`src/rtl/switch_pkg.sv`:
```
`default_nettype none
// ============================================================================
//  Module      : switch_pkg
//  Description : Shared constants and helpers for the switch debounce slice.
//  Revision    : 1.0 - initial release
// ============================================================================
package switch_pkg;

    localparam int DEFAULT_DEBOUNCE_CYCLES = 1000000;
    localparam int SIM_DEBOUNCE_CYCLES     = 4;
    localparam int GLITCH_CNT_W            = 8;

    // Counter wide enough to hold DEBOUNCE_CYCLES-1 with one bit of headroom.
    function automatic int cnt_width(input int cycles);
        return $clog2(cycles) + 1;
    endfunction

endpackage : switch_pkg
`default_nettype wire

```
`src/rtl/switch_debounce_ch.sv`:
```
`default_nettype none
// ============================================================================
//  Module      : switch_debounce_ch
//  Description : One switch channel: 2-flop synchronizer, consecutive-sample
//                debounce counter, registered stable level, reject strobe.
//  Revision    : 1.0 - initial release
// ============================================================================
module switch_debounce_ch
    import switch_pkg::*;
#(
    parameter int DEBOUNCE_CYCLES = DEFAULT_DEBOUNCE_CYCLES,
    parameter int CNT_W           = cnt_width(DEBOUNCE_CYCLES)
) (
    input  logic clk,
    input  logic rst,
    input  logic i_sw,
    output logic o_stable,
    output logic o_settling,
    output logic o_reject
);

    localparam logic [CNT_W-1:0] c_cnt_last = CNT_W'(DEBOUNCE_CYCLES - 1);

    logic             r_sync1;
    logic             r_sync2;
    logic             r_stable;
    logic [CNT_W-1:0] r_cnt;
    logic             w_settling;

    always_ff @(posedge clk) begin
        if (rst) begin
            r_sync1  <= 1'b0;
            r_sync2  <= 1'b0;
            r_stable <= 1'b0;
            r_cnt    <= '0;
        end else begin
            r_sync1 <= i_sw;
            r_sync2 <= r_sync1;
            // Any sample agreeing with the current level restarts qualification.
            if (r_sync2 == r_stable) begin
                r_cnt <= '0;
            end else if (r_cnt == c_cnt_last) begin
                r_stable <= r_sync2;
                r_cnt    <= '0;
            end else begin
                r_cnt <= r_cnt + CNT_W'(1);
            end
        end
    end

    assign w_settling = (r_cnt != '0);
    assign o_stable   = r_stable;
    assign o_settling = w_settling;
    // A candidate change is being thrown away on this edge.
    assign o_reject   = w_settling && (r_sync2 == r_stable);

endmodule : switch_debounce_ch
`default_nettype wire

```
`src/rtl/switch_debounce.sv`:
```
`default_nettype none
// ============================================================================
//  Module      : switch_debounce
//  Description : N_SW independent switch debouncers. Optional saturating
//                rejected-bounce counter enabled by SWITCH_DEBOUNCE_GLITCH_CNT_EN.
//  Revision    : 1.0 - initial release
// ============================================================================
module switch_debounce
    import switch_pkg::*;
#(
    parameter int N_SW            = 4,
    parameter int DEBOUNCE_CYCLES = DEFAULT_DEBOUNCE_CYCLES
) (
    input  logic                    clk,
    input  logic                    reset,
    input  logic [N_SW-1:0]         sw_in,
    output logic [N_SW-1:0]         sw_stable,
    output logic [N_SW-1:0]         sw_settling
`ifdef SWITCH_DEBOUNCE_GLITCH_CNT_EN
    ,
    output logic [GLITCH_CNT_W-1:0] glitch_cnt
`endif
);

    localparam int CNT_W = cnt_width(DEBOUNCE_CYCLES);

    logic [N_SW-1:0] w_reject;

    generate
        for (genvar gi = 0; gi < N_SW; gi++) begin : g_ch
            switch_debounce_ch #(
                .DEBOUNCE_CYCLES (DEBOUNCE_CYCLES),
                .CNT_W           (CNT_W)
            ) u_ch (
                .clk        (clk),
                .rst        (reset),
                .i_sw       (sw_in[gi]),
                .o_stable   (sw_stable[gi]),
                .o_settling (sw_settling[gi]),
                .o_reject   (w_reject[gi])
            );
        end
    endgenerate

`ifdef SWITCH_DEBOUNCE_GLITCH_CNT_EN
    logic [GLITCH_CNT_W-1:0] r_glitch_cnt;

    // Simultaneous rejects on several channels count as one event.
    always_ff @(posedge clk) begin
        if (reset) begin
            r_glitch_cnt <= '0;
        end else if ((|w_reject) && (r_glitch_cnt != '1)) begin
            r_glitch_cnt <= r_glitch_cnt + GLITCH_CNT_W'(1);
        end
    end

    assign glitch_cnt = r_glitch_cnt;
`else
    logic w_unused_reject;
    assign w_unused_reject = |w_reject;
`endif

endmodule : switch_debounce
`default_nettype wire

```
`config.mk`:
```
export PLATFORM = sky130hd
export DESIGN_NAME = switch_debounce
export DESIGN_NICKNAME = d
export VERILOG_FILES = /design/src/rtl/switch_pkg.sv /design/src/rtl/switch_debounce_ch.sv /design/src/rtl/switch_debounce.sv
export SDC_FILE = /design/constraint.sdc
export NUM_CORES = 1
export LEC_CHECK = 0
export CORE_MARGIN = 4
export CORE_UTILIZATION = 55
export CTS_CLUSTER_DIAMETER = 30
export DETAILED_ROUTE_END_ITERATION = 10
export PLACE_DENSITY = 0.68
export RECOVER_POWER = 100
export SLEW_MARGIN = 20
export SYNTH_ARGS = -nofsm -noshare
export SYNTH_HDL_FRONTEND = slang
export SYNTH_HIERARCHICAL = 1
export SYNTH_SLANG_ARGS = --single-unit
```
`constraint.sdc`:
```
create_clock -name clk -period 2.8 [get_ports clk]
set_input_delay 0.56 -clock clk [delete_from_list [all_inputs] [get_ports clk]]
set_output_delay 0.56 -clock clk [all_outputs]
set_load 0.1 [all_outputs]
```
After elaboration in Yosys (flattened, before gate mapping) --
Index checks and enable logic that the tools add are counted.
Word-level totals: input bits 6, output and inout port bits 8, logic and storage cells 44, register bits 96
Cells by class: bitwise logic cells 4, reductions and logical operators 12, $add $sub $neg 4, equality and inequality tests 8
Operator list (number):
- 21-bit by 1-bit adder with 21-bit output, second input constant | 4
- 21-bit by 20-bit == test with 1-bit output, second input constant | 4
- 21-bit nonzero test | 4
- 3-bit OR reduction | 4
- 2-bit AND reduction | 4
- 1-bit == test | 4
- 1-bit inverter | 4

Longest topological paths before layout --
Gate-level depths: netlist of the first run.
depth in word-level cells 3, depth in mapped cells 6, gate-level depth less buffers 5

By module --
The synthesis of the first run kept the hierarchy.
By module, submodules not included:
- switch_debounce_ch | times used 4, area each 1154.9 sq um, cells an instance 132, seq. area each 480.5 sq um

Worst setup path before layout of the first run --
No wires, ideal clock.
kind flip-flop to output port, start point register g_ch[0].u_ch.r_cnt[10], end point output sw_settling[0], path buffers 0, stages on the path, launching flop included 4, data required time 2240 ps, slack 955 ps, arrival 1285 ps, cells stage by stage dfxtp_1 > nor4_1 > nand3_1 > or2_2
Between the ends: word-level cells in the longest chain between the ends 1
RTL lines:
- start, declared | RTL line switch_debounce_ch.sv:27 | logic [CNT_W-1:0] r_cnt;
- start signal, assigned | RTL line switch_debounce_ch.sv:46 | r_cnt <= r_cnt + CNT_W'(1);
- 21-bit nonzero test | RTL line switch_debounce_ch.sv:51 | assign w_settling = (r_cnt != '0);
- end, declared | RTL line switch_debounce.sv:18 | output logic [N_SW-1:0] sw_settling
No other way between the ends.

Worst setup path after layout of the first run --
Ends and elaborated chain as after synthesis.

==> run summary, run 1 <==
OUTCOME
--------------------------------------------------------------------------------------------------------
Run status                                                                                  complete, no violations

FLOORPLAN
--------------------------------------------------------------------------------------------------------
# rows                                                                                                33
DIE AREA                                                                                       9879 um^2
Initial core utilization                                                                          56.20%
Floorplan Core Area                                                                            8175 um^2
Vertical die dimension                                                                          99.40 um
Die extent in x                                                                                 99.40 um
Boundary pin count                                                                                    14

CLOCKING
--------------------------------------------------------------------------------------------------------
Setup repair bufs after CTS                                                                            0
Clock latency on the worst-skew pair                                                              360 ps
Total number of clock tree sinks                                                                      96
Cell chosen for the clock root                                                              sky130_fd_sc_hd__clkbuf_8
Inserted Clock Buffers                                                                                 9
Post-cts hold buffer count                                                                             0
Number of buffers on the longest clock path                                                            2
Number of levels the H-tree was split into                                                             3
Number of cells upsized or downsized after cts                                                         0
Post-CTS clock slew at the launch and capture registers of the worst setup and hold paths          80 ps
CTS tree                                                                                           built

DRT
--------------------------------------------------------------------------------------------------------
Routed wire length                                                                              8.906 mm
ANT nets after route                                                                                   0
Overall via count from detail_route                                                                 3735
Pre-Repair DR Iteration Count                                                                          4
Drt initial violations                                                                               102
Via density                                                                                        5.791
# DRC                                                                                                  0
Average detailed-routed wire length per instance                                                13.81 um

STA
--------------------------------------------------------------------------------------------------------
Slew margin rel.                                                                                  23.31%
Final critical delay including setup and external delays                                         2479 ps
Setup ws final                                                                                  320.7 ps
Setup repair after global routing missed its margin                                                false
Final-layout setup total negative slack                                                             0 ps
Part of the cycle the worst path needs                                                            88.55%
Final number of max-transition violations                                                              0
Setup Skew                                                                                      11.56 ps
Max Freq                                                                                       403.3 MHz
Final setup viols                                                                                      0
Number of hold violations in the final report                                                          0
Measured slew at the worst slew-check pin                                                        1155 ps

CRITICAL PATH
--------------------------------------------------------------------------------------------------------
Crit path buffers/inverters                                                                            1
Worst endpoint data arrival time                                                                 1920 ps
Setup Crit Path Kind                                                                          reg -> out
Family of cells with the greatest summed delay on the critical path                         simple AND/OR/NAND/NOR gates
Critical path data required time                                                                 2240 ps
Critical Path Start Type                                                                        register
Ordered list of cells on the worst path                                                     nor4_1 > nand3_1 > or2_2 > buf_2
Worst stage delay on the critical path                                                            380 ps
Category of the worst setup path capture point                                               output port
CP max stage cell                                                                           sky130_fd_sc_hd__nor4_1
Critical Path Fanout Max                                                                               5

SYNTH
--------------------------------------------------------------------------------------------------------
Area of the mapped netlist                                                                     4594 um^2
Post-Synthesis Mean Instance Area                                                             8.768 um^2
Synthesized net count                                                                                538
Cells after Synth                                                                                    524
Yosys warnings                                                                                         6

GLOBAL ROUTE
--------------------------------------------------------------------------------------------------------
First-pass GRT wire length                                                                      15.40 mm
Antenna violations before repair                                                                       0
Pin count of the biggest net entering global routing                                                  22
Via count of the first global-routing pass                                                          3405
Sum of overflow across all layers after global routing                                                 0
Global-route total usage across every layer                                                       18.84%

FINAL LAYOUT
--------------------------------------------------------------------------------------------------------
Area Growth Syn to Fin                                                                            7.598%
Layout cells sized above 1                                                                        7.593%
Number of nets in the finished design                                                                551
Antenna Cells                                                                                          0

PLACE
--------------------------------------------------------------------------------------------------------
Placement-stage worst setup slack                                                               621.6 ps
Routability congestion estimate from global placement                                             0.8740
# port buffers                                                                                        13
Final HPWL from detailed placement                                                              6.241 mm

PWR
--------------------------------------------------------------------------------------------------------
Power, Total                                                                                  0.002396 W
Net switching component of the power                                                         0.0004891 W
Clock group share of total power                                                                   40.5%
Cell area power density                                                                     484.6 nW/um^2
Part of the total power dissipated in combinational logic                                           2.1%
Cell internal pwr                                                                             0.001907 W
Sequential group share of total power                                                              57.4%
Maximum resistive drop on vdd                                                                0.0002817 V
Leakage power of the design                                                                     1.545 nW
Switching fraction of total power                                                                 20.41%

RUN
--------------------------------------------------------------------------------------------------------
Count of maximum capacitance violations                                                                0

WORST HOLD PATH
--------------------------------------------------------------------------------------------------------
Worst hold-check path type                                                                    reg -> reg

[layout make-up]
type	instances	area [um^2]
Fill cell	771	3232
Multi-Input combinational cell	396	2506
Sequential cell	96	1922
Clock buffer	11	141.4
Tap cell	105	131.4
Timing Repair Buffer	18	115.1
Clock inverter	3	67.56
Inverter	16	60.06
[routing by layer]
layer	vias to the layer above	track usage (%)	wire (um)
li1	1895	-	-
met1	1771	24.81	4240
met2	62	30.22	4206
met3	7	5.820	396
met4	0	4.832	63
met5	-	0	0
[power groups by stage]
stage / Sequential (W) / Clock, W / Combinational (W)
6_report: 0.00137 / 0.000970 / 0.0000505
5_1_grt: 0.00138 / 0.00105 / 0.0000554
4_1_cts: 0.00138 / 0.00100 / 0.0000540
3_5_place_dp: 0.00141 / 0 / 0.0000537
3_3_place_gp: 0.00141 / 0 / 0.0000528
2_1_floorplan: 0.00141 / 0 / 0.0000343
[worst register-to-register path, stage by stage (launching register included)]
cell                       delay [ps]
sky130_fd_sc_hd__dfxtp_1          390
sky130_fd_sc_hd__ha_1             260
sky130_fd_sc_hd__nand2_1          130
sky130_fd_sc_hd__or4_1            590
sky130_fd_sc_hd__o21ai_2          130
sky130_fd_sc_hd__clkbuf_1         690
sky130_fd_sc_hd__nor2_1           130
[state kept, by name, indices dropped and copies added (netlist names)]
| name | flops |
|---|---|
| g_ch.u_ch/o_stable | 4 |
| g_ch.u_ch/r_sync2 | 4 |
| g_ch.u_ch/r_sync1 | 4 |
| g_ch.u_ch/r_cnt | 84 |
[metrics by stage]
step | cells | hold slack (ps) | cell area [um^2] | utilization, %
after global placement | 631 | 423.1 | 4793 | 58.63
after CTS | 645 | 459.1 | 5002 | 61.19
final | 645 | 455.8 | 4943 | 60.47
after global routing | 645 | 471.7 | 4943 | 60.47
after detailed placement | 631 | 430.7 | 4793 | 58.63
after floorplan | 524 | 413.8 | 4594 | -
[placed cells by master (no fill, tap or decap), types with 8 or more instances in the layout]
cell type                  instances
sky130_fd_sc_hd__nand3_1          28
sky130_fd_sc_hd__nor3_1           12
sky130_fd_sc_hd__inv_1            16
sky130_fd_sc_hd__and4_1            8
sky130_fd_sc_hd__nor2_1           76
sky130_fd_sc_hd__dfxtp_1          96
sky130_fd_sc_hd__or3_1            12
sky130_fd_sc_hd__xor2_1           32
sky130_fd_sc_hd__o21ai_0          16
sky130_fd_sc_hd__ha_1              8
sky130_fd_sc_hd__o31ai_1           8
sky130_fd_sc_hd__a21oi_1          28
sky130_fd_sc_hd__xnor2_1          24
sky130_fd_sc_hd__nor2b_1          12
sky130_fd_sc_hd__or4_1            12
sky130_fd_sc_hd__nand4_1          28
sky130_fd_sc_hd__nand2_1          32
sky130_fd_sc_hd__clkbuf_8         10
sky130_fd_sc_hd__nor4_1           16
sky130_fd_sc_hd__and2_1            8
[path summary, 6_finish.rpt]
| path | slack (ps) | start | end | cells past startpoint |
|---|---|---|---|---|
| worst max-delay path | 320 | g_ch[0].u_ch/r_cnt[10] | sw_settling[0] | 4 |
| worst min-delay path | 460 | g_ch[2].u_ch/r_sync1 | g_ch[2].u_ch/r_sync2 | 1 |
| worst max register to register | 320 | g_ch[0].u_ch/r_cnt[0] | g_ch[0].u_ch/r_cnt[7] | 6 |
| worst min register to register | 460 | g_ch[2].u_ch/r_sync1 | g_ch[2].u_ch/r_sync2 | 1 |
Note: power is estimated with default switching activity, not from simulation.
==> run 2: changes to the inputs <==
--- a/config.mk
+++ b/config.mk
@@ -9,10 +9,9 @@
 export CORE_UTILIZATION = 55
 export CTS_CLUSTER_DIAMETER = 30
 export DETAILED_ROUTE_END_ITERATION = 10
-export PLACE_DENSITY = 0.68
+export PLACE_DENSITY = 0.69
 export RECOVER_POWER = 100
 export SLEW_MARGIN = 20
 export SYNTH_ARGS = -nofsm -noshare
 export SYNTH_HDL_FRONTEND = slang
-export SYNTH_HIERARCHICAL = 1
 export SYNTH_SLANG_ARGS = --single-unit
==> run summary, run 2 <==
OUTCOME
--------------------------------------------------------------------------------------------------------
Run status                                                                                  complete, no violations

FLOORPLAN
--------------------------------------------------------------------------------------------------------
Vertical die dimension                                                                          98.18 um   -1.2%
Boundary pin count                                                                                    14   unchanged
Die extent in x                                                                                 98.18 um   -1.2%
DIE AREA                                                                                       9639 um^2   -2.4%
# rows                                                                                                32   -3.0%
Initial core utilization                                                                          57.29%   +1.1 points
Floorplan Core Area                                                                            7807 um^2   -4.5%

FINAL LAYOUT
--------------------------------------------------------------------------------------------------------
Filler instances                                                                                     728   -5.6%
Area occupied by multi-input gates                                                             2342 um^2   -6.5%
Antenna Cells                                                                                          0   unchanged
Area Growth Syn to Fin                                                                            6.657%
Layout cells sized above 1                                                                        4.545%   -3.0 points
Largest register by flop count                                                              g_ch.u_ch.r_cnt
Commonest cells after routing, fill and taps aside                                          sky130_fd_sc_hd__dfxtp_1, sky130_fd_sc_hd__nor2_1, sky130_fd_sc_hd__nand3_1
Final Util                                                                                        61.11%   +0.64 points
Max FFs per register                                                                                  84   unchanged
Number of nets in the finished design                                                                537   -2.5%
Most common cell after layout, fill and taps aside                                          sky130_fd_sc_hd__dfxtp_1
Reg area                                                                                       1922 um^2   unchanged

SYNTH
--------------------------------------------------------------------------------------------------------
Asr flop ratio synth                                                                                  0%
Area of the mapped netlist                                                                     4473 um^2   -2.6%
Synth area leader                                                                           sky130_fd_sc_hd__dfxtp_1
Post-Synthesis Mean Instance Area                                                             8.553 um^2   -2.5%
Main combinational cell family by area after synthesis                                      simple AND/OR/NAND/NOR gates
Area share of and/or/nand/nor cells after synthesis                                               31.19%
Most instantiated flip-flop cell in the synthesis netlist                                   sky130_fd_sc_hd__dfxtp_1
Yosys warnings                                                                                         0   -6
Adder and majority cell fraction of the synthesized area                                          2.238%
Library cell with the highest instance count after synthesis                                sky130_fd_sc_hd__dfxtp_1
Share of the yosys chip area belonging to registers                                               42.97%
Multiplexer area fraction after synthesis                                                        0.2238%
Xor and xnor fraction of the mapped netlist area                                                  9.986%
Synthesized-area fraction occupied by ao, oa, aoi and oai cells                                   8.727%
Cells after Synth                                                                                    523   -0.19%
Share of Yosys cell area claimed by the top area cell type                                        42.97%
Number of enable-type register cells in the synthesized netlist                                        0
Synthesized net count                                                                                537   -0.19%
FF+latch count, synth                                                                                 96
Synth top cells by count                                                                    sky130_fd_sc_hd__dfxtp_1, sky130_fd_sc_hd__nor2_1, sky130_fd_sc_hd__nand3_1
Library cells used by synthesis                                                                       35
Top post-synthesis cells by area                                                            sky130_fd_sc_hd__dfxtp_1, sky130_fd_sc_hd__xor2_1, sky130_fd_sc_hd__nor2_1, sky130_fd_sc_hd__nand3_1, sky130_fd_sc_hd__a21oi_1

CRITICAL PATH
--------------------------------------------------------------------------------------------------------
Critical Path Start Type                                                                        register
CP max stage cell                                                                           sky130_fd_sc_hd__or4_1
Critical path data required time                                                                 2240 ps   about the same
Critical Path Fanout Max                                                                               5   unchanged
Category of the worst setup path capture point                                               output port
Crit path buffers/inverters                                                                            1   unchanged
Worst stage delay on the critical path                                                            540 ps   +160 ps
Setup Crit Path Kind                                                                          reg -> out
Worst endpoint data arrival time                                                                 2010 ps   +90 ps
Family of cells with the greatest summed delay on the critical path                         simple AND/OR/NAND/NOR gates
Depth of the most critical reg-to-reg path                                                             6   unchanged
Ordered list of cells on the worst path                                                     or4_1 > nor4_2 > nand4_1 > buf_6
Crit. path cell count                                                                                  4   unchanged

CLOCKING
--------------------------------------------------------------------------------------------------------
Number of cells upsized or downsized after cts                                                         0   unchanged
Cell chosen for the clock root                                                              sky130_fd_sc_hd__clkbuf_8
Clock latency on the worst-skew pair                                                              360 ps   about the same
Number of levels the H-tree was split into                                                             3   unchanged
Setup repair bufs after CTS                                                                            0   unchanged
CTS tree                                                                                           built
Number of buffers on the longest clock path                                                            2   unchanged
Total number of clock tree sinks                                                                      96   unchanged
Post-cts hold buffer count                                                                             0   unchanged
Post-CTS clock slew at the launch and capture registers of the worst setup and hold paths          80 ps   about the same
Inserted Clock Buffers                                                                                 9   unchanged

PWR
--------------------------------------------------------------------------------------------------------
Sequential group share of total power                                                              57.9%   +0.5 points
Leakage power of the design                                                                     1.493 nW   -3.4%
Clock group share of total power                                                                   40.0%   -0.5 points
Cell internal pwr                                                                             0.001837 W   -3.6%
Part of the total power dissipated in combinational logic                                           2.1%   about the same
Maximum resistive drop on vdd                                                                0.0002584 V   -8.3%
Switching fraction of total power                                                                 22.66%   +2.2 points
Cell area power density                                                                     497.9 nW/um^2   +2.7%
Net switching component of the power                                                         0.0005383 W   +10%

STA
--------------------------------------------------------------------------------------------------------
Max Freq                                                                                       389.0 MHz   -3.6%
Setup ws final                                                                                  229.3 ps   -91.46 ps
Setup repair after global routing missed its margin                                                false
Setup Skew                                                                                      18.17 ps   +6.607 ps
Measured slew at the worst slew-check pin                                                        1183 ps   +27.34 ps
Number of hold violations in the final report                                                          0   unchanged
Final-layout setup total negative slack                                                             0 ps   unchanged
Part of the cycle the worst path needs                                                            91.81%   +3.3 points
Final setup viols                                                                                      0   unchanged
Final critical delay including setup and external delays                                         2571 ps   +91.46 ps
Slew margin rel.                                                                                  21.50%   -1.8 points
Final number of max-transition violations                                                              0   unchanged

WORST HOLD PATH
--------------------------------------------------------------------------------------------------------
Worst hold-check path type                                                                    reg -> reg
Hold path cells                                                                                        1   unchanged

DRT
--------------------------------------------------------------------------------------------------------
Drt initial violations                                                                               103   +0.98%
Average detailed-routed wire length per instance                                                13.65 um   -1.1%
Pre-Repair DR Iteration Count                                                                          4   unchanged
Overall via count from detail_route                                                                 3660   -2.0%
Via density                                                                                        5.810   +0.33%
# DRC                                                                                                  0   unchanged
Routed wire length                                                                              8.602 mm   -3.4%
ANT nets after route                                                                                   0   unchanged

PLACE
--------------------------------------------------------------------------------------------------------
Routability congestion estimate from global placement                                             0.7998   -8.5%
# port buffers                                                                                        13   unchanged
Placement-stage worst setup slack                                                               573.9 ps   -47.68 ps
Final HPWL from detailed placement                                                              5.831 mm   -6.6%

RUN
--------------------------------------------------------------------------------------------------------
Count of maximum capacitance violations                                                                0   unchanged

GLOBAL ROUTE
--------------------------------------------------------------------------------------------------------
Sum of overflow across all layers after global routing                                                 0   unchanged
Global-route total usage across every layer                                                       18.21%   -0.63 points
Pin count of the biggest net entering global routing                                                  22   unchanged
First-pass GRT wire length                                                                      14.88 mm   -3.4%
Via count of the first global-routing pass                                                          3287   -3.5%
Antenna violations before repair                                                                       0   unchanged

==> run 2: path summary, 6_finish.rpt <==
kind / start / slack, ps / end
worst max-delay path: g_ch[2].u_ch.r_cnt[10] / 230 / sw_settling[2]
worst min register to register: g_ch[2].u_ch.r_sync1 / 440 / g_ch[2].u_ch.r_sync2
worst min-delay path: g_ch[2].u_ch.r_sync1 / 440 / g_ch[2].u_ch.r_sync2
worst max register to register: g_ch[0].u_ch.r_cnt[0] / 280 / g_ch[0].u_ch.r_cnt[6]
==> run 2: layout make-up <==
cell class / count / share of cell area, %
multi-input combinational: 383 / 49.10
sequential: 96 / 40.28
clock buffer: 10 / 2.885
tap: 102 / 2.675
timing repair buffer: 17 / 2.282
clock inverter: 6 / 1.521
inverter: 16 / 1.259
==> run 2: per-stage QoR <==
step                area, um^2  hold slack [ps]  total power, W  std cells
finish                    4771            441.5        0.002375        630
global route              4771            465.1        0.002464        630
CTS                       4822            441.3        0.002402        630
detailed placement        4612            420.4        0.001463        614
global placement          4612            416.9        0.001461        614
floorplan                 4473            413.8        0.001444        523
==> run 2: logic make-up (layout without fill, tap and decap cells) <==
group / after synthesis / count (layout)
simple gates: 255 / 255
flops: 96 / 96
compound gates: 68 / 68
xor+xnor: 51 / 51
buf+inv: 44 / 49
fa+ha+maj: 8 / 8
mux: 1 / 1
==> run 2: power groups by stage <==
stage                     Clock [W]  Sequential (W)  Combinational, W
after detailed placement          0         0.00141         0.0000550
after global placement            0         0.00141         0.0000541
after global routing        0.00103         0.00138         0.0000549
after CTS                  0.000971         0.00138         0.0000552
after floorplan                   0         0.00141         0.0000379
final                      0.000949         0.00138         0.0000507
==> run 2: worst reg2reg max path: cells and delay by family, from the launching register on <==
family	cells	cell delay, ps
compound gates	1	150
fa+ha+maj	1	230
buf+inv	1	690
flops	1	420
simple gates	3	870
==> run 2: routing by layer <==
| layer | vias to the layer above | global-route usage, % | share of wire [%] |
|---|---|---|---|
| met1 | 1689 | 24.12 | 49 |
| met5 | - | 0 | 0 |
| met2 | 79 | 28.95 | 45 |
| met3 | 17 | 3.929 | 4.4 |
| li1 | 1875 | - | - |
| met4 | 0 | 7.353 | 2.1 |
==> run 3: changes to the inputs <==
--- a/config.mk
+++ b/config.mk
@@ -5,11 +5,13 @@
 export SDC_FILE = /design/constraint.sdc
 export NUM_CORES = 1
 export LEC_CHECK = 0
+export ABC_AREA = 0
 export CORE_MARGIN = 4
 export CORE_UTILIZATION = 55
 export CTS_CLUSTER_DIAMETER = 30
 export DETAILED_ROUTE_END_ITERATION = 10
-export PLACE_DENSITY = 0.69
+export DONT_BUFFER_PORTS = 1
+export PLACE_DENSITY = 0.66
 export RECOVER_POWER = 100
 export SLEW_MARGIN = 20
 export SYNTH_ARGS = -nofsm -noshare
==> run summary, run 3 (synthesis results as in run 2) <==
FLOORPLAN
--------------------------------------------------------------------------------------------------------
Floorplan Core Area                                                                            7807 um^2   unchanged
Initial core utilization                                                                          57.29%   unchanged
DIE AREA                                                                                       9639 um^2   unchanged
# rows                                                                                                32   unchanged
Die extent in x                                                                                 98.18 um   unchanged
Vertical die dimension                                                                          98.18 um   unchanged
Boundary pin count                                                                                    14   unchanged

STA
--------------------------------------------------------------------------------------------------------
Measured slew at the worst slew-check pin                                                        1341 ps   +158.1 ps
Min Hold Slack                                                                                  267.1 ps   -174.4 ps
Part of the cycle the worst path needs                                                            93.74%   +1.9 points
Final setup viols                                                                                      0   unchanged
Number of hold violations in the final report                                                          0   unchanged
Setup Skew                                                                                      9.391 ps   -8.780 ps
Max Freq                                                                                       381.0 MHz   -2.1%
Final critical delay including setup and external delays                                         2625 ps   +53.92 ps
Slew margin rel.                                                                                  10.62%   -11 points
Final-layout setup total negative slack                                                             0 ps   unchanged
Setup repair after global routing missed its margin                                                false
Final number of max-transition violations                                                              0   unchanged

CLOCKING
--------------------------------------------------------------------------------------------------------
Setup repair bufs after CTS                                                                            0   unchanged
Number of levels the H-tree was split into                                                             3   unchanged
Post-cts hold buffer count                                                                             0   unchanged
Total number of clock tree sinks                                                                      96   unchanged
Post-CTS clock slew at the launch and capture registers of the worst setup and hold paths          90 ps   about the same
Number of cells upsized or downsized after cts                                                         0   unchanged
Clock latency on the worst-skew pair                                                              350 ps   about the same
Number of buffers on the longest clock path                                                            2   unchanged
Inserted Clock Buffers                                                                                 9   unchanged
Cell chosen for the clock root                                                              sky130_fd_sc_hd__clkbuf_8
CTS tree                                                                                           built

WORST HOLD PATH
--------------------------------------------------------------------------------------------------------
Worst hold-check path type                                                                     in -> reg

GLOBAL ROUTE
--------------------------------------------------------------------------------------------------------
Antenna violations before repair                                                                       0   unchanged
Via count of the first global-routing pass                                                          3264   -0.70%
Sum of overflow across all layers after global routing                                                 0   unchanged
First-pass GRT wire length                                                                      14.66 mm   -1.5%
Pin count of the biggest net entering global routing                                                  22   unchanged
Global-route total usage across every layer                                                       18.05%   -0.16 points

PWR
--------------------------------------------------------------------------------------------------------
Maximum resistive drop on vdd                                                                0.0002316 V   -10%
Leakage power of the design                                                                     1.458 nW   -2.3%
Cell area power density                                                                     478.4 nW/um^2   -3.9%

DRT
--------------------------------------------------------------------------------------------------------
Pre-Repair DR Iteration Count                                                                          4   unchanged
Routed wire length                                                                              8.411 mm   -2.2%
Overall via count from detail_route                                                                 3599   -1.7%
ANT nets after route                                                                                   0   unchanged
Average detailed-routed wire length per instance                                                13.46 um   -1.4%
# DRC                                                                                                  0   unchanged
Drt initial violations                                                                               120   +17%
Via density                                                                                        5.758   -0.88%

CRITICAL PATH
--------------------------------------------------------------------------------------------------------
Worst stage delay on the critical path                                                            540 ps   about the same
CP max stage cell                                                                           sky130_fd_sc_hd__or4_1
Critical Path Fanout Max                                                                               5   unchanged
Setup Crit Path Kind                                                                          reg -> out
Critical path data required time                                                                 2240 ps   about the same
Ordered list of cells on the worst path                                                     or4_1 > nor4_2 > nand4_1 > buf_4
Category of the worst setup path capture point                                               output port
Worst endpoint data arrival time                                                                 2060 ps   +50 ps
Critical Path Start Type                                                                        register

FINAL LAYOUT
--------------------------------------------------------------------------------------------------------
Number of standard cells in the layout, taps in and fillers out                                      625   -0.79%
Number of nets in the finished design                                                                533   -0.74%
Commonest cells after routing, fill and taps aside                                          sky130_fd_sc_hd__dfxtp_1, sky130_fd_sc_hd__nor2_1, sky130_fd_sc_hd__nand3_1
Max FFs per register                                                                                  84   unchanged
Largest register by flop count                                                              g_ch.u_ch.r_cnt
Most common cell after layout, fill and taps aside                                          sky130_fd_sc_hd__dfxtp_1
Area Growth Syn to Fin                                                                            4.867%
Antenna Cells                                                                                          0   unchanged
Layout cells sized above 1                                                                        4.207%   -0.34 points

PLACE
--------------------------------------------------------------------------------------------------------
Final HPWL from detailed placement                                                              5.856 mm   +0.43%
# port buffers                                                                                         0   -13
Placed Cells incl. Taps                                                                              610   -0.65%
Routability congestion estimate from global placement                                             0.7810   -2.4%

RUN
--------------------------------------------------------------------------------------------------------
Count of maximum capacitance violations                                                                0   unchanged

OUTCOME
--------------------------------------------------------------------------------------------------------
Run status                                                                                  complete, no violations

## run 3: routing by layer
| layer | up-vias | track usage [%] | wire [um] |
|---|---|---|---|
| met2 | 63 | 29.37 | 3883 |
| met4 | 0 | 5.567 | 97 |
| li1 | 1855 | - | - |
| met5 | - | 0 | 0 |
| met1 | 1671 | 23.75 | 4095 |
| met3 | 10 | 4.429 | 335 |
## run 3: critical path, delay by kind of cell (launching register included)
family / cells / cell delay (ps)
AND/OR/NAND/NOR: 3 / 1090
flip-flops: 1 / 350
buffers and inverters: 1 / 270
## run 3: worst paths after layout
path / slack, ps / startpoint / end / depth (start not counted)
setup / recovery: 180 / g_ch[2].u_ch.r_cnt[10] / sw_settling[2] / 4
hold / removal: 270 / reset / g_ch[1].u_ch.r_sync2 / 1
setup reg to reg: 460 / g_ch[1].u_ch.r_cnt[2] / g_ch[1].u_ch.r_cnt[8] / 5
hold reg to reg: 450 / g_ch[0].u_ch.r_sync1 / g_ch[0].u_ch.r_sync2 / 1
## run 3: final cells by class
cell class / count / area [um^2]
Tap cell: 102 / 127.6
Multi-Input combinational cell: 383 / 2342
Fill cell: 716 / 3117
Clock inverter: 4 / 30.03
Clock buffer: 11 / 151.4
Timing Repair Buffer: 13 / 57.56
Inverter: 16 / 60.06
Sequential cell: 96 / 1922
## run 3: report_power, final
part | internal (W) | switching, W
registers | 0.00137 | 0.00000427
logic | 0.0000113 | 0.0000284
clock network | 0.000368 | 0.000461
## run 3: metrics by stage
| stage | utilization, % | setup WS, ps | instance area, um^2 | power (W) |
|---|---|---|---|---|
| floorplan | - | 704.9 | 4473 | 0.001444 |
| CTS | 60.69 | 144.7 | 4738 | 0.002278 |
| finish | 60.08 | 175.3 | 4691 | 0.002244 |
| global route | 60.08 | 29.34 | 4691 | 0.002346 |
| detailed placement | 58.37 | 539.1 | 4557 | 0.001451 |
| global placement | 58.37 | 619.3 | 4557 | 0.001450 |
